--- src/rtl/oc_pkg.sv ---
// Shared types and default widths for the operand-collector slot.
package oc_pkg;

  localparam int DATA_W_DEF = 256;
  localparam int WARP_W_DEF = 3;
  localparam int BANK_W     = 2;
  localparam int ROW_W      = 3;
  localparam int REG_W      = 3;
  localparam int OCID_W     = 2;

  typedef enum logic [1:0] {
    OC_EMPTY   = 2'd0,
    OC_COLLECT = 2'd1,
    OC_READY   = 2'd2
  } oc_state_e;

  // One register-file read request as seen by the bank arbiter.
  typedef struct packed {
    logic              valid;
    logic [BANK_W-1:0] bank;
    logic [ROW_W-1:0]  row;
  } oc_req_t;

endpackage

--- src/rtl/operand_collector_unit_if.sv ---
// Bus bundle of one operand-collector slot: allocation, bank requests,
// read returns and dispatch. The writeback snoop signals exist only when
// OC_WB_BYPASS_EN is defined.
interface operand_collector_unit_if #(
  parameter int DATA_W = oc_pkg::DATA_W_DEF,
  parameter int WARP_W = oc_pkg::WARP_W_DEF
);
  import oc_pkg::*;

  logic                 alloc_valid;
  logic [OCID_W-1:0]    alloc_ocid;
  logic [31:0]          alloc_instr;
  logic [WARP_W-1:0]    alloc_warp;
  logic                 alloc_need_b;
  logic [REG_W-1:0]     alloc_reg_a;
  logic [REG_W-1:0]     alloc_reg_b;
  logic [BANK_W-1:0]    bank_a;
  logic [BANK_W-1:0]    bank_b;
  logic [ROW_W-1:0]     row_a;
  logic [ROW_W-1:0]     row_b;
  logic                 oc_empty;
  logic                 req_a_valid;
  logic [BANK_W-1:0]    req_a_bank;
  logic [ROW_W-1:0]     req_a_row;
  logic                 req_b_valid;
  logic [BANK_W-1:0]    req_b_bank;
  logic [ROW_W-1:0]     req_b_row;
  logic                 gnt_a;
  logic                 gnt_b;
  logic                 rd_a_valid;
  logic [DATA_W-1:0]    rd_a_data;
  logic                 rd_b_valid;
  logic [DATA_W-1:0]    rd_b_data;
  logic                 disp_valid;
  logic                 disp_ready;
  logic [31:0]          disp_instr;
  logic [WARP_W-1:0]    disp_warp;
  logic [DATA_W-1:0]    disp_op_a;
  logic [DATA_W-1:0]    disp_op_b;
`ifdef OC_WB_BYPASS_EN
  logic                 wb_valid;
  logic [WARP_W-1:0]    wb_warp;
  logic [REG_W-1:0]     wb_reg;
  logic [DATA_W-1:0]    wb_data;
`endif

  // Environment side: issue stage, arbiter, register file, execute.
  modport master (
    output alloc_valid, alloc_ocid, alloc_instr, alloc_warp, alloc_need_b,
    output alloc_reg_a, alloc_reg_b, bank_a, bank_b, row_a, row_b,
    output gnt_a, gnt_b, rd_a_valid, rd_a_data, rd_b_valid, rd_b_data, disp_ready,
`ifdef OC_WB_BYPASS_EN
    output wb_valid, wb_warp, wb_reg, wb_data,
`endif
    input  oc_empty, req_a_valid, req_a_bank, req_a_row,
    input  req_b_valid, req_b_bank, req_b_row,
    input  disp_valid, disp_instr, disp_warp, disp_op_a, disp_op_b
  );

  // Collector slot side.
  modport slave (
    input  alloc_valid, alloc_ocid, alloc_instr, alloc_warp, alloc_need_b,
    input  alloc_reg_a, alloc_reg_b, bank_a, bank_b, row_a, row_b,
    input  gnt_a, gnt_b, rd_a_valid, rd_a_data, rd_b_valid, rd_b_data, disp_ready,
`ifdef OC_WB_BYPASS_EN
    input  wb_valid, wb_warp, wb_reg, wb_data,
`endif
    output oc_empty, req_a_valid, req_a_bank, req_a_row,
    output req_b_valid, req_b_bank, req_b_row,
    output disp_valid, disp_instr, disp_warp, disp_op_a, disp_op_b
  );

endinterface

--- src/rtl/oc_operand_slot.sv ---
// One source operand of a collector slot: pending/in-flight tracking, the
// held bank/row request and the captured operand data.
module oc_operand_slot
  import oc_pkg::*;
#(
  parameter int DATA_W = DATA_W_DEF
) (
  input  logic              clk,
  input  logic              rst,
  input  logic              load,
  input  logic              load_need,
  input  logic [BANK_W-1:0] load_bank,
  input  logic [ROW_W-1:0]  load_row,
  input  logic              collect,
  input  logic              gnt,
  input  logic              rd_valid,
  input  logic [DATA_W-1:0] rd_data,
  input  logic              wb_hit,
  input  logic [DATA_W-1:0] wb_data,
  output oc_req_t           req,
  output logic              pend_nxt,
  output logic [DATA_W-1:0] data
);

  logic              pend_r;
  logic              inflight_r;
  logic [DATA_W-1:0] data_r;
  oc_req_t           req_r;

  logic              pend_s;
  logic              inflight_s;
  logic              req_valid_s;
  logic [DATA_W-1:0] data_s;

  // Next operand state; a snooped writeback takes priority over a bank return,
  // and a return is only honoured while a granted read is outstanding.
  always_comb begin
    pend_s     = pend_r;
    inflight_s = inflight_r;
    data_s     = data_r;
    if (load) begin
      pend_s     = load_need;
      inflight_s = 1'b0;
      data_s     = {DATA_W{1'b0}};
    end else if (collect) begin
      if (wb_hit && pend_r) begin
        pend_s     = 1'b0;
        inflight_s = 1'b0;
        data_s     = wb_data;
      end else if (inflight_r && rd_valid) begin
        pend_s     = 1'b0;
        inflight_s = 1'b0;
        data_s     = rd_data;
      end else if (req_r.valid && gnt) begin
        inflight_s = 1'b1;
      end else begin
        inflight_s = inflight_r;
      end
    end else begin
      pend_s = pend_r;
    end
    req_valid_s = pend_s && !inflight_s;
  end

  // Operand state registers; the request address is held from allocation until reused.
  always_ff @(posedge clk or posedge rst) begin
    if (rst) begin
      pend_r     <= 1'b0;
      inflight_r <= 1'b0;
      data_r     <= {DATA_W{1'b0}};
      req_r.valid <= 1'b0;
      req_r.bank  <= {BANK_W{1'b0}};
      req_r.row   <= {ROW_W{1'b0}};
    end else begin
      pend_r      <= pend_s;
      inflight_r  <= inflight_s;
      data_r      <= data_s;
      req_r.valid <= req_valid_s;
      if (load) begin
        req_r.bank <= load_bank;
        req_r.row  <= load_row;
      end
    end
  end

  assign req      = req_r;
  assign pend_nxt = pend_s;
  assign data     = data_r;

endmodule

--- src/rtl/operand_collector_unit.sv ---
// Operand-collector slot: captures an allocated instruction, gathers up to
// two source operands from the banked register file and dispatches them.
// Optional build macro OC_WB_BYPASS_EN adds a writeback snoop that can
// satisfy a pending operand without a bank read.
module operand_collector_unit
  import oc_pkg::*;
#(
  parameter int DATA_W = 256,
  parameter int WARP_W = 3,
  parameter int OC_ID  = 0
) (
  input logic clk,
  input logic rst,
  operand_collector_unit_if.slave bus
);

  localparam logic [OCID_W-1:0] OC_ID_L = OC_ID[OCID_W-1:0];

  oc_state_e         state_r;
  logic              oc_empty_r;
  logic              disp_valid_r;
  logic [31:0]       instr_r;
  logic [WARP_W-1:0] warp_r;

  logic              alloc_hit_s;
  logic              collect_s;
  logic              wb_hit_a_s;
  logic              wb_hit_b_s;
  logic [DATA_W-1:0] wb_data_s;
  logic              pend_a_nxt_s;
  logic              pend_b_nxt_s;
  oc_req_t           req_a_s;
  oc_req_t           req_b_s;
  logic [DATA_W-1:0] op_a_s;
  logic [DATA_W-1:0] op_b_s;

  // Allocation is only taken by this slot while it is free.
  always_comb begin
    if (state_r == OC_EMPTY) begin
      alloc_hit_s = bus.alloc_valid && (bus.alloc_ocid == OC_ID_L);
    end else begin
      alloc_hit_s = 1'b0;
    end
  end

  assign collect_s = (state_r == OC_COLLECT);

`ifdef OC_WB_BYPASS_EN
  logic [REG_W-1:0] reg_a_r;
  logic [REG_W-1:0] reg_b_r;

  // Source register numbers kept for writeback snooping.
  always_ff @(posedge clk or posedge rst) begin
    if (rst) begin
      reg_a_r <= {REG_W{1'b0}};
      reg_b_r <= {REG_W{1'b0}};
    end else if (alloc_hit_s) begin
      reg_a_r <= bus.alloc_reg_a;
      reg_b_r <= bus.alloc_reg_b;
    end
  end

  assign wb_hit_a_s = bus.wb_valid && (bus.wb_warp == warp_r) && (bus.wb_reg == reg_a_r);
  assign wb_hit_b_s = bus.wb_valid && (bus.wb_warp == warp_r) && (bus.wb_reg == reg_b_r);
  assign wb_data_s  = bus.wb_data;
`else
  assign wb_hit_a_s = 1'b0;
  assign wb_hit_b_s = 1'b0;
  assign wb_data_s  = {DATA_W{1'b0}};
`endif

  oc_operand_slot #(.DATA_W(DATA_W)) u_slot_a (
    .clk       (clk),
    .rst       (rst),
    .load      (alloc_hit_s),
    .load_need (1'b1),
    .load_bank (bus.bank_a),
    .load_row  (bus.row_a),
    .collect   (collect_s),
    .gnt       (bus.gnt_a),
    .rd_valid  (bus.rd_a_valid),
    .rd_data   (bus.rd_a_data),
    .wb_hit    (wb_hit_a_s),
    .wb_data   (wb_data_s),
    .req       (req_a_s),
    .pend_nxt  (pend_a_nxt_s),
    .data      (op_a_s)
  );

  oc_operand_slot #(.DATA_W(DATA_W)) u_slot_b (
    .clk       (clk),
    .rst       (rst),
    .load      (alloc_hit_s),
    .load_need (bus.alloc_need_b),
    .load_bank (bus.bank_b),
    .load_row  (bus.row_b),
    .collect   (collect_s),
    .gnt       (bus.gnt_b),
    .rd_valid  (bus.rd_b_valid),
    .rd_data   (bus.rd_b_data),
    .wb_hit    (wb_hit_b_s),
    .wb_data   (wb_data_s),
    .req       (req_b_s),
    .pend_nxt  (pend_b_nxt_s),
    .data      (op_b_s)
  );

  // Slot FSM: READY is entered on the edge the last operand lands so dispatch
  // follows the final data return by one cycle.
  always_ff @(posedge clk or posedge rst) begin
    if (rst) begin
      state_r      <= OC_EMPTY;
      oc_empty_r   <= 1'b1;
      disp_valid_r <= 1'b0;
      instr_r      <= 32'd0;
      warp_r       <= {WARP_W{1'b0}};
    end else begin
      case (state_r)
        OC_EMPTY: begin
          if (alloc_hit_s) begin
            state_r    <= OC_COLLECT;
            oc_empty_r <= 1'b0;
            instr_r    <= bus.alloc_instr;
            warp_r     <= bus.alloc_warp;
          end
        end
        OC_COLLECT: begin
          if (!pend_a_nxt_s && !pend_b_nxt_s) begin
            state_r      <= OC_READY;
            disp_valid_r <= 1'b1;
          end
        end
        OC_READY: begin
          if (bus.disp_ready) begin
            state_r      <= OC_EMPTY;
            disp_valid_r <= 1'b0;
            oc_empty_r   <= 1'b1;
          end
        end
        default: begin
          state_r      <= OC_EMPTY;
          oc_empty_r   <= 1'b1;
          disp_valid_r <= 1'b0;
        end
      endcase
    end
  end

  assign bus.oc_empty    = oc_empty_r;
  assign bus.req_a_valid = req_a_s.valid;
  assign bus.req_a_bank  = req_a_s.bank;
  assign bus.req_a_row   = req_a_s.row;
  assign bus.req_b_valid = req_b_s.valid;
  assign bus.req_b_bank  = req_b_s.bank;
  assign bus.req_b_row   = req_b_s.row;
  assign bus.disp_valid  = disp_valid_r;
  assign bus.disp_instr  = instr_r;
  assign bus.disp_warp   = warp_r;
  assign bus.disp_op_a   = op_a_s;
  assign bus.disp_op_b   = op_b_s;

endmodule
--- src/flat_wrapper.sv ---
// flat-port wrapper written by rule: the top's interface ports become plain ports
module operand_collector_unit_flat import oc_pkg::*;
#(
  parameter int DATA_W = 256,
  parameter int WARP_W = 3,
  parameter int OC_ID  = 0
)
  (clk, rst, bus_alloc_valid, bus_alloc_ocid, bus_alloc_instr, bus_alloc_warp, bus_alloc_need_b, bus_alloc_reg_a, bus_alloc_reg_b, bus_bank_a, bus_bank_b, bus_row_a, bus_row_b, bus_gnt_a, bus_gnt_b, bus_rd_a_valid, bus_rd_a_data, bus_rd_b_valid, bus_rd_b_data, bus_disp_ready, bus_oc_empty, bus_req_a_valid, bus_req_a_bank, bus_req_a_row, bus_req_b_valid, bus_req_b_bank, bus_req_b_row, bus_disp_valid, bus_disp_instr, bus_disp_warp, bus_disp_op_a, bus_disp_op_b);
  operand_collector_unit_if #(.DATA_W(DATA_W), .WARP_W(WARP_W)) bus_i ();
  input logic clk;
  input logic rst;
  input wire logic [$bits(bus_i.alloc_valid)-1:0] bus_alloc_valid;
  input wire logic [$bits(bus_i.alloc_ocid)-1:0] bus_alloc_ocid;
  input wire logic [$bits(bus_i.alloc_instr)-1:0] bus_alloc_instr;
  input wire logic [$bits(bus_i.alloc_warp)-1:0] bus_alloc_warp;
  input wire logic [$bits(bus_i.alloc_need_b)-1:0] bus_alloc_need_b;
  input wire logic [$bits(bus_i.alloc_reg_a)-1:0] bus_alloc_reg_a;
  input wire logic [$bits(bus_i.alloc_reg_b)-1:0] bus_alloc_reg_b;
  input wire logic [$bits(bus_i.bank_a)-1:0] bus_bank_a;
  input wire logic [$bits(bus_i.bank_b)-1:0] bus_bank_b;
  input wire logic [$bits(bus_i.row_a)-1:0] bus_row_a;
  input wire logic [$bits(bus_i.row_b)-1:0] bus_row_b;
  input wire logic [$bits(bus_i.gnt_a)-1:0] bus_gnt_a;
  input wire logic [$bits(bus_i.gnt_b)-1:0] bus_gnt_b;
  input wire logic [$bits(bus_i.rd_a_valid)-1:0] bus_rd_a_valid;
  input wire logic [$bits(bus_i.rd_a_data)-1:0] bus_rd_a_data;
  input wire logic [$bits(bus_i.rd_b_valid)-1:0] bus_rd_b_valid;
  input wire logic [$bits(bus_i.rd_b_data)-1:0] bus_rd_b_data;
  input wire logic [$bits(bus_i.disp_ready)-1:0] bus_disp_ready;
  output wire logic [$bits(bus_i.oc_empty)-1:0] bus_oc_empty;
  output wire logic [$bits(bus_i.req_a_valid)-1:0] bus_req_a_valid;
  output wire logic [$bits(bus_i.req_a_bank)-1:0] bus_req_a_bank;
  output wire logic [$bits(bus_i.req_a_row)-1:0] bus_req_a_row;
  output wire logic [$bits(bus_i.req_b_valid)-1:0] bus_req_b_valid;
  output wire logic [$bits(bus_i.req_b_bank)-1:0] bus_req_b_bank;
  output wire logic [$bits(bus_i.req_b_row)-1:0] bus_req_b_row;
  output wire logic [$bits(bus_i.disp_valid)-1:0] bus_disp_valid;
  output wire logic [$bits(bus_i.disp_instr)-1:0] bus_disp_instr;
  output wire logic [$bits(bus_i.disp_warp)-1:0] bus_disp_warp;
  output wire logic [$bits(bus_i.disp_op_a)-1:0] bus_disp_op_a;
  output wire logic [$bits(bus_i.disp_op_b)-1:0] bus_disp_op_b;
  assign bus_i.alloc_valid = bus_alloc_valid;
  assign bus_i.alloc_ocid = bus_alloc_ocid;
  assign bus_i.alloc_instr = bus_alloc_instr;
  assign bus_i.alloc_warp = bus_alloc_warp;
  assign bus_i.alloc_need_b = bus_alloc_need_b;
  assign bus_i.alloc_reg_a = bus_alloc_reg_a;
  assign bus_i.alloc_reg_b = bus_alloc_reg_b;
  assign bus_i.bank_a = bus_bank_a;
  assign bus_i.bank_b = bus_bank_b;
  assign bus_i.row_a = bus_row_a;
  assign bus_i.row_b = bus_row_b;
  assign bus_i.gnt_a = bus_gnt_a;
  assign bus_i.gnt_b = bus_gnt_b;
  assign bus_i.rd_a_valid = bus_rd_a_valid;
  assign bus_i.rd_a_data = bus_rd_a_data;
  assign bus_i.rd_b_valid = bus_rd_b_valid;
  assign bus_i.rd_b_data = bus_rd_b_data;
  assign bus_i.disp_ready = bus_disp_ready;
  assign bus_oc_empty = bus_i.oc_empty;
  assign bus_req_a_valid = bus_i.req_a_valid;
  assign bus_req_a_bank = bus_i.req_a_bank;
  assign bus_req_a_row = bus_i.req_a_row;
  assign bus_req_b_valid = bus_i.req_b_valid;
  assign bus_req_b_bank = bus_i.req_b_bank;
  assign bus_req_b_row = bus_i.req_b_row;
  assign bus_disp_valid = bus_i.disp_valid;
  assign bus_disp_instr = bus_i.disp_instr;
  assign bus_disp_warp = bus_i.disp_warp;
  assign bus_disp_op_a = bus_i.disp_op_a;
  assign bus_disp_op_b = bus_i.disp_op_b;
  operand_collector_unit #(.DATA_W(DATA_W), .WARP_W(WARP_W), .OC_ID(OC_ID)) u_core (.clk(clk), .rst(rst), .bus(bus_i));
endmodule
--- config.mk ---
export PLATFORM = sky130hd
export DESIGN_NAME = operand_collector_unit_flat
export DESIGN_NICKNAME = d
export VERILOG_FILES = /design/src/rtl/oc_pkg.sv /design/src/rtl/operand_collector_unit_if.sv /design/src/rtl/oc_operand_slot.sv /design/src/rtl/operand_collector_unit.sv /design/src/flat_wrapper.sv
export SDC_FILE = /design/constraint.sdc
export NUM_CORES = 1
export LEC_CHECK = 0
export CAP_MARGIN = 5
export CORE_AREA = 3 3 440 442
export DETAILED_ROUTE_END_ITERATION = 7
export DIE_AREA = 0 0 443 445
export PLACE_DENSITY = 0.44
export SYNTH_ARGS = -nofsm -noshare
export SYNTH_HDL_FRONTEND = slang
export SYNTH_SLANG_ARGS = --single-unit
--- constraint.sdc ---
create_clock -name clk -period 42.3 [get_ports clk]
set_clock_uncertainty 0.05 [all_clocks]
set_input_delay 4.23 -clock clk [delete_from_list [all_inputs] [get_ports clk]]
set_output_delay 4.23 -clock clk [all_outputs]
set_load 0.01 [all_outputs]
== Yosys cells after proc, flatten, opt, wreduce, memory -nomap -nowiden ==
Cells that the tools add are included.
Word-level totals
  register bits: 567
  input port bits: 574
  output and inout bits: 561
  logic and storage cells: 78
Operators by class
  eq/ne operators: 5
  muxes and demuxes: 31
  bitwise logic cells: 2
  reduce and logical (&&, ||, !) cells: 23
Operators by type and width (number)
  $mux 256: 6
  $mux 1: 19
  $reduce_and 3->1: 3
  $logic_and 1x1->1: 8
  $mux 2: 3
  $pmux 1 s3: 2
  $pmux 2 s3: 1
  $reduce_and 2->1: 3
  $reduce_bool 2->1: 3
  $logic_not 1->1: 4
  $logic_not 2->1: 2
  $ne 2x2->1 const B: 2
  $eq 2x1->1 const B: 1
  $eq 2x2->1 const B: 1
  $ne 2x1->1 const B: 1
  $not 1->1: 2

== Depth between registers and ports, before layout ==
Gate-level depths: netlist of run 1.
  depth after elaboration: 8
  mapped depth: 8
  mapped depth without buffers: 3

== By module ==
A second synthesis of run 1 with hierarchy kept.
Second synthesis, totals
  cells, all modules: 2476
  area total of the unflattened synthesis: 30419.2 sq um
By module, submodules not included
  oc_operand_slot: times used 2, cells an instance 1190, area each 14415.1 sq um, seq. area each 6606.3 sq um
  operand_collector_unit: times used 1, cells an instance 96, area each 1589.0 sq um, seq. area each 977.2 sq um

== Worst setup path before layout of run 1 ==
OpenSTA, ideal clock, no wires.
  kind: input-to-reg
  start point: input bus_alloc_ocid[1]
  end point: register u_core.instr_r[0] (netlist: u_core.bus.disp_instr[0])
  library setup time: 127 ps
  arrival: 5587 ps
  required time: 42123 ps
  setup slack: 36536 ps
  cell stages on the path: 6
  buffers on the path: 3
  cells stage by stage: or4b_4 -> nor2_4 -> buf_6 -> buf_6 -> buf_6 -> mux2_1
Between the ends
  longest elaborated chain between the ends: 4
Ends and longest elaborated chain
  start: declaration: line flat_wrapper.sv:13  | input wire logic [$bits(bus_i.alloc_ocid)-1:0] bus_alloc_ocid;
  $logic_not 2->1: line operand_collector_unit.sv:40  | alloc_hit_s = bus.alloc_valid && (bus.alloc_ocid == OC_ID_L);
  $logic_and 1x1->1: line operand_collector_unit.sv:40
  $mux 1: line operand_collector_unit.sv:39  | if (state_r == OC_EMPTY) begin
  $reduce_and 2->1 (no line)
  end signal: assignment: line operand_collector_unit.sv:123  | instr_r <= bus.alloc_instr;
  end: declaration: line operand_collector_unit.sv:22  | logic [31:0] instr_r;
Every way passes these cells.
A chain may end at the register's enable or synchronous reset.

== Worst setup path in the final report of run 1 ==
  start point: input bus_alloc_valid
  end point: register u_core.u_slot_b.req_r, in the netlist u_core.u_slot_b.req[0]
Between the ends
  longest elaborated chain between the ends: 2
Ends and longest elaborated chain
  start: declaration: line flat_wrapper.sv:12  | input wire logic [$bits(bus_i.alloc_valid)-1:0] bus_alloc_valid;
  $logic_and 1x1->1: line operand_collector_unit.sv:40
  $mux 1: line operand_collector_unit.sv:39
  end: declaration: line oc_operand_slot.sv:28  | oc_req_t req_r;
Every way passes these cells.

==> impl.org, run 1 <==
** Run status
- The run finished with clean final reports.

** Floorplanning
- Starting density of the core :: 11.69%
- DIE AREA :: 197100 µm²
- From bottom edge to top edge, the die measures 445 µm.
- The floorplan step set the die width to 443 µm.
- Count of boundary I/O pins :: 1135
- Site row count :: 160
- The core region is 190000 µm².

** Detailed routing
- After detailed routing, the average wire length per cell comes to 19.44 µm.
- After detailed routing, the number of vias per cell comes to 3.474.
- In the routed design, unresolved DRC markers number 0.
- Across all layers, the routed design uses 20800 vias.
- In this run, the number of DRC markers left after iteration 0 of detailed routing was 1407.
- The detail route stage leaves a number of antenna-violating nets equal to 0.
- Drt first pass iters :: 5
- WL final :: 116.4 mm

** Synthesis
- Cell taking the most area after synthesis :: sky130_fd_sc_hd__dfrtp_1
- Top_reg_cell synth :: sky130_fd_sc_hd__dfrtp_1
- Fraction of registers with async set or reset after synthesis :: 100.0%
- In this run the mean area of a mapped cell was 9.417 µm².
- After synthesis the netlist holds a flip-flop and latch count of 567.
- After synthesis, the netlist uses 32 different library cells.
- Cell types occupying the most area after synthesis :: sky130_fd_sc_hd__dfrtp_1, sky130_fd_sc_hd__nand2_1, sky130_fd_sc_hd__o21ai_0
- Share of the synthesized area in the top cell type :: 63.79%
- Summing the sequential cell areas from Yosys gives 63.90% of the chip area.
- In this run the cell area of the synthesized design comes to 22210 µm².
- During synthesis, Yosys emitted a total of 0 warnings.
- The synthesized design contains 0 enable-type register cells.
- Syn nets :: 2932
- After technology mapping, the gate count stands at 2358.

** Worst setup path
- Worst Path Class, Setup :: in2reg
- Data on the critical path arrives at its endpoint at 8.43 ns.
- CP Capture Type :: register
- Of all nets on the critical path, the largest fanout is 74.
- Critical path startpoint category :: primary input
- Required time at the worst-slack endpoint :: 42.79 ns

** STA
- The worst path in the final design needs a cycle of 7.944 ns, including I/O delays and setup.
- The final-report hold violation count came to 0.
- Max Fclk :: 125.9 MHz
- Setup TNS :: 0 ns
- Setup violations remaining at the end of the flow were counted as 0.
- The number of pins with negative max-slew slack in the final report is 0.
- Setup repair after global routing left no endpoint under its margin.
- Share of the clock period used by the worst path :: 18.78%
- Headroom to the max-slew limit came out at 28.33%.
- Setup slack on the critical path of the routed design comes to 34.36 ns.
- Slew at the pin with the worst max-slew slack :: 1.075 ns

** Clock network
- Post-CTS Hold Fix Bufs :: 0
- Cells resized by post-CTS repair :: 0
- The H-tree was split into 3 levels.
- Total CTS buffers :: 75
- Root cell of the clock tree :: sky130_fd_sc_hd__clkbuf_16
- Counting along the longest clock path gives a buffer depth of 3.
- Number of sinks on the clock net :: 567
- TritonCTS built the clock tree.
- For the worst-skew pair, the clock arrives at the later sink with an insertion delay of 0.66 ns.
- After clock tree synthesis, the clock-pin slew on the worst setup and hold paths is 0.06 ns.
- Setup Fix Bufs, Post-CTS :: 0

** Pwr
- Registers are responsible for 35.2% of the overall power.
- Of the total power, the share spent switching nets is 33.83%.
- Worst voltage drop across the vdd grid :: 0.03442 mV
- Total power :: 2.564 mW
- Of the total power, combinational logic draws 39.0%.
- Leakage dissipation :: 15.22 nW
- Cell Pwr Density :: 66.54 nW/µm²
- In this run the power spent charging and discharging nets is 867.3 µW.
- The internal portion of the total power is 1.697 mW.
- The clock network burns 25.8% of the power.

** Layout
- Commonest cells after routing, fill and taps aside :: sky130_fd_sc_hd__clkdlybuf4s50_1, sky130_fd_sc_hd__nand2_1, sky130_fd_sc_hd__dfrtp_1
- Filler-free cell count of the finished design :: 5989
- The net count of the finished layout is 3987.
- Area growth from synthesis to layout :: 73.56%
- Proportion of layout cells with a drive suffix above 1 :: 5.371%
- Leaving out fill and tap cells, the most frequent cell in the layout is sky130_fd_sc_hd__clkdlybuf4s50_1.
- Share of the core filled with cells in the final layout :: 20.29%

** Global route
- Initial antenna violation count :: 28
- Number of global-route vias before repair :: 21590
- Met2 Track Usage GR :: 19.64%
- Global routing used 13.19% of the available met1 tracks.
- After global routing the overflow that remains totals 0.
- Entering global routing, the biggest net connects 173 pins.
- GR Layer Usage met3 :: 3.758%
- In the global route stage, overall resource usage came out at 11.36%.
- Wire length of the first global-routing pass :: 164.0 mm
- Busiest metal layer after global routing :: met2

** Placed design
- At the end of routability-driven placement, the weighted congestion stood at 0.8412.
- Prior to clock tree synthesis, the placed netlist has a worst setup slack of 33.52 ns.
- Detailed placement finished with a half-perimeter wire length of 85.30 mm.
- Input and output buffers added on the ports amount to 1128.
- Counting tap cells, the placed design contains a total of 5847 instances.

** Job
- Max_cap viols :: 0

** Hold path
- Hold WC Path Type :: reg2reg
## final timing paths
kind	cells after the start	slack, ns	startpoint	end
worst max-delay path	7	34.36	bus_alloc_valid	u_core.u_slot_b.req[0]$_DFFE_PP0P_
worst max register to register	6	37.71	u_core.state_r[0]$_DFFE_PP0P_	u_core.u_slot_b.req[0]$_DFFE_PP0P_
worst min-delay path	1	0.44	u_core.bus.disp_instr[3]$_DFFE_PP0P_	u_core.bus.disp_instr[3]$_DFFE_PP0P_
worst min register to register	1	0.44	u_core.bus.disp_instr[3]$_DFFE_PP0P_	u_core.bus.disp_instr[3]$_DFFE_PP0P_
min in group asynchronous	2	3.98	rst	u_core.u_slot_b.data[189]$_DFFE_PP0P_
max in group asynchronous	5	35.16	rst	u_core.u_slot_a.data[235]$_DFFE_PP0P_
## through the flow
step,cell area [µm²],hold WS [ns]
after floorplan,22210,0.4412
after global placement,36010,0.4206
after detailed placement,36010,0.4285
after CTS,38500,0.4423
after global routing,38530,0.4654
final,38540,0.4413
## final cells by class
cell class / instances / area (µm²)
clock buffer: 108 / 2213
sequential: 567 / 14190
antenna: 15 / 37.54
timing repair buffer: 1156 / 11540
inverter: 2 / 15.01
tap: 2511 / 3142
multi-input combinational: 1611 / 7129
fill: 20950 / 151400
clock inverter: 19 / 272.8
## cell usage after synthesis, types with 3 or more instances
library cell,n
sky130_fd_sc_hd__nand2_1,1027
sky130_fd_sc_hd__buf_4,22
sky130_fd_sc_hd__a31o_2,3
sky130_fd_sc_hd__clkbuf_2,10
sky130_fd_sc_hd__clkbuf_1,117
sky130_fd_sc_hd__mux2_2,35
sky130_fd_sc_hd__mux2_1,10
sky130_fd_sc_hd__o21ai_0,258
sky130_fd_sc_hd__a21oi_1,257
sky130_fd_sc_hd__buf_1,9
sky130_fd_sc_hd__buf_6,14
sky130_fd_sc_hd__buf_2,5
sky130_fd_sc_hd__dfrtp_1,566
## worst max-delay path: stages
cell and delay (ns):
sky130_fd_sc_hd__clkdlybuf4s50_1 0.49, sky130_fd_sc_hd__or4b_4 0.54, sky130_fd_sc_hd__nor2_4 0.47, sky130_fd_sc_hd__buf_4 0.69
sky130_fd_sc_hd__buf_4 0.73, sky130_fd_sc_hd__buf_4 0.70, sky130_fd_sc_hd__mux2_2 0.41
## metal layers
layer  vias up  part of all wire [%]
met2       681                    51
met3       160                   7.1
met1     10220                    39
li1       9735                     -
met5         -                 0.079
met4        12                   2.6
## kinds of logic (layout without fill, tap and decap cells)
logic type             Yosys count  count (layout)  synth area share, %
multiplexers                    45              45                2.282
other                            0              15                    0
flip-flops                     567             567                63.90
AND/OR/NAND/NOR               1042            1042                17.86
buffers and inverters          180            1285                4.023
AO/OA/AOI/OAI                  524             524                11.93
## flip-flops by register name, indices dropped and copies added (netlist names), 2 cells and up
register and flops:
u_core.bus.disp_instr 32, u_core.bus.disp_warp 3, u_core.state_r 2, u_core.u_slot_a.data 256, u_core.u_slot_a.req 6, u_core.u_slot_b.data 256, u_core.u_slot_b.req 6
## power by group through the flow
stage	combinational, mW	clock (mW)	sequential [mW]
final	1.00	0.662	0.902
after detailed placement	1.02	0	0.908
after floorplan	0.244	0	1.00
after global placement	1.02	0	0.899
after CTS	1.03	0.693	0.902
after global routing	1.08	0.713	0.932
(Power assumes the default switching activity.)
==> run 2, diff against run 1 <==
- PLACE_DENSITY: 0.44 -> 0.45
- clock period: 42.3 -> 7.3 ns (I/O delays scaled with it)
==> impl.org, run 2 (synthesis results as in run 1) <==
** Clock network
- The number of hold buffers added after CTS was 0.
- CTS built an H-tree with a depth of 3.
- Total CTS buffers :: 77
- Root cell of the clock tree :: sky130_fd_sc_hd__clkbuf_16
- Cells resized by post-CTS repair :: 0
- The longest clock path from root to sink contains 3 buffers.
- Number of sinks on the clock net :: 567
- CTS tree :: done
- Clock Latency Late Sink :: 0.67 ns
- Setup Fix Bufs, Post-CTS :: 0
- Clock-pin slew was measured on the worst setup and hold paths at 0.06 ns.

** Global route
- GRT overflow :: 0
- Entering global routing, the biggest net connects 169 pins.
- GRT Resource Usage Total :: 11.33%
- The via count of the first global-routing pass came to 21330.
- Initial antenna violation count :: 30
- The first global-routing pass estimated 163.3 mm of wire.

** Placed design
- Detailed placement ended at an HPWL of 84.64 mm.
- Routability-driven placement finished with a final weighted congestion of 0.8705.
- Setup WS pre-CTS :: 3.614 ns
- Count of input and output buffers :: 1128
- Placed inst area :: 36120 µm²

** Layout
- Post-route cell area :: 38650 µm²
- Share of the core filled with cells in the final layout :: 20.34%
- Area growth from synthesis to layout :: 74.05%
- The library cell used most frequently in the layout, excluding fill and tap cells, is sky130_fd_sc_hd__clkdlybuf4s50_1.
- Fillers :: 20960
- Registers take 14190 µm².
- Proportion of layout cells with a drive suffix above 1 :: 5.421%
- Commonest cells after routing, fill and taps aside :: sky130_fd_sc_hd__clkdlybuf4s50_1, sky130_fd_sc_hd__nand2_1, sky130_fd_sc_hd__dfrtp_1
- After the last flow step, the layout net total stands at 3987.
- Area of combinational cells with multiple inputs :: 7129 µm²

** Detailed routing
- The first TritonRoute pass finished after 5 iterations.
- Using the TritonRoute via totals, the vias-per-cell ratio works out to 3.497.
- Remaining number of nets flagged by the antenna check after routing :: 0
- Across all layers, the routed design uses 20930 vias.
- For this block, the routed nets add up to 116.8 mm of wire.
- Dividing the detail-routed wire length by the instance count gives 19.52 µm.
- Remaining design rule violation count :: 0
- The detailed router finished its first iteration with 1585 violations.

** Pwr
- Leakage dissipation :: 15.25 nW
- VDD sags by at most 0.1781 mV.
- Part of the power in registers :: 35.4%
- For this design the total switching power over the nets is 5.128 mW.
- Switching share of total power :: 34.27%
- Dividing total power by cell area gives a power density of 387.2 nW/µm².
- The clock network accounts for 25.7% of the total power.
- Cell-internal power :: 9.835 mW
- The share of total power dissipated in combinational logic is 38.9%.

** STA
- Shortest clock period the worst path allows after layout :: 3.163 ns
- Setup repair after global routing missed its margin :: no
- For the pin with the worst max-slew slack, the measured transition is 1.161 ns.
- Derived from the worst setup path, the maximum achievable clock frequency is 316.1 MHz.
- Endpoints failing setup :: 0
- Final Max Slew Viols :: 0
- Headroom to the max-slew limit came out at 22.62%.
- Setup slack on the critical path of the routed design comes to 4.137 ns.
- Final hold analysis gives a worst-case slack of 0.4368 ns.
- For the final routed database, the setup TNS stands at 0 ns.
- The worst path uses 43.33% of the clock period.
- The final-report hold violation count was 0.

** Worst setup path
- The largest single stage delay on the critical path is 0.75 ns.
- In this run the worst path has a maximum fanout of 152.
- The worst register-to-register path has a setup slack of 4.14 ns.
- Worst Path Class, Setup :: reg2reg
- Required time at the worst-slack endpoint :: 7.81 ns
- Together, buffers and inverters on the worst path number 1.
- Cells along the critical path :: or4b_4 > nor2_4 > buf_12 > mux2_2
- STA classifies the critical path startpoint as a register.
- The worst setup path is captured at a register.
- Data arrives at the worst endpoint at 3.67 ns.
- Worst path top cell family by delay :: simple AND/OR/NAND/NOR gates
- Slowest stage cell on the critical path :: sky130_fd_sc_hd__or4b_4

** Job
- Max_cap viols :: 0

** Floorplanning
- DIE AREA :: 197100 µm²
- DIE WIDTH :: 443 µm
- Measured along the y axis, the die boundary spans 445 µm.
- In this run the core area contains 160 standard-cell rows.
- In this run the standard cell core region covers 190000 µm².
- Starting density of the core :: 11.69%
- Pin placement for this block handled 1135 I/O pins.

** Hold path
- The min-delay analysis places its worst path in the category reg2reg.

** Run status
- Run status :: completed
-- run 2: cell types whose count changed in the layout (fill, tap and decap cells not counted), moves of 2 or more --
cell / previous run / this run
sky130_fd_sc_hd__inv_16: 2 / 0
sky130_fd_sc_hd__buf_4: 25 / 13
sky130_fd_sc_hd__clkinv_8: 0 / 2
sky130_fd_sc_hd__clkinv_2: 5 / 7
sky130_fd_sc_hd__clkbuf_1: 14 / 17
sky130_fd_sc_hd__clkinv_4: 1 / 4
sky130_fd_sc_hd__buf_12: 3 / 13
sky130_fd_sc_hd__clkbuf_16: 77 / 79
sky130_fd_sc_hd__diode_2: 15 / 5
sky130_fd_sc_hd__bufinv_16: 5 / 3
-- run 2: power groups by stage --
stage	combinational, mW	sequential [mW]	clock [mW]
5_1_grt	6.26	5.47	4.14
3_3_place_gp	5.93	5.30	0
4_1_cts	5.96	5.30	4.04
2_1_floorplan	1.42	5.80	0
6_report	5.82	5.30	3.85
3_5_place_dp	5.95	5.33	0
-- run 2: worst paths after layout --
path	startpoint	to	cells past startpoint
max	u_core.state_r[0]$_DFFE_PP0P_	u_core.bus.disp_instr[31]$_DFFE_PP0P_	4
min	u_core.bus.disp_valid$_DFFE_PP0P_	u_core.bus.disp_valid$_DFFE_PP0P_	1
max reg2reg	u_core.state_r[0]$_DFFE_PP0P_	u_core.bus.disp_instr[31]$_DFFE_PP0P_	4
min reg2reg	u_core.bus.disp_valid$_DFFE_PP0P_	u_core.bus.disp_valid$_DFFE_PP0P_	1
max in group asynchronous	rst	u_core.u_slot_b.data[14]$_DFFE_PP0P_	4
min in group asynchronous	rst	u_core.u_slot_a.data[125]$_DFFE_PP0P_	2
-- run 2: area by class of cell --
| class | instances | area share [%] |
|---|---|---|
| flip-flops and latches | 567 | 36.72 |
| repair buffers | 1154 | 30.14 |
| multi-input cells | 1611 | 18.45 |
| well taps | 2511 | 8.129 |
| clock buffers | 114 | 5.921 |
| clock inverters | 20 | 0.5860 |
| diodes | 5 | 0.03237 |
| inverters | 2 | 0.02914 |
-- run 2: worst register-to-register path, stage by stage, from the launching register on --
cell	delay (ns)
sky130_fd_sc_hd__dfrtp_1	0.60
sky130_fd_sc_hd__or4b_4	0.77
sky130_fd_sc_hd__nor2_4	0.40
sky130_fd_sc_hd__buf_12	0.36
sky130_fd_sc_hd__mux2_2	0.88
-- run 2: per-stage QoR --
step,std cells,power [mW]
2_1_floorplan,2358,7.221
3_3_place_gp,5845,11.23
3_5_place_dp,5845,11.28
4_1_cts,5979,15.31
5_1_grt,5980,15.87
6_report,5984,14.96
-- run 2: layer usage --
| layer | global-route usage (%) | wire length [µm] | vias up |
|---|---|---|---|
| met3 | 3.391 | 8581 | 160 |
| met4 | 3.523 | 2916 | 20 |
| met5 | 0 | 128 | - |
| li1 | - | - | 9734 |
| met1 | 13.74 | 47430 | 10230 |
| met2 | 19.19 | 57730 | 784 |
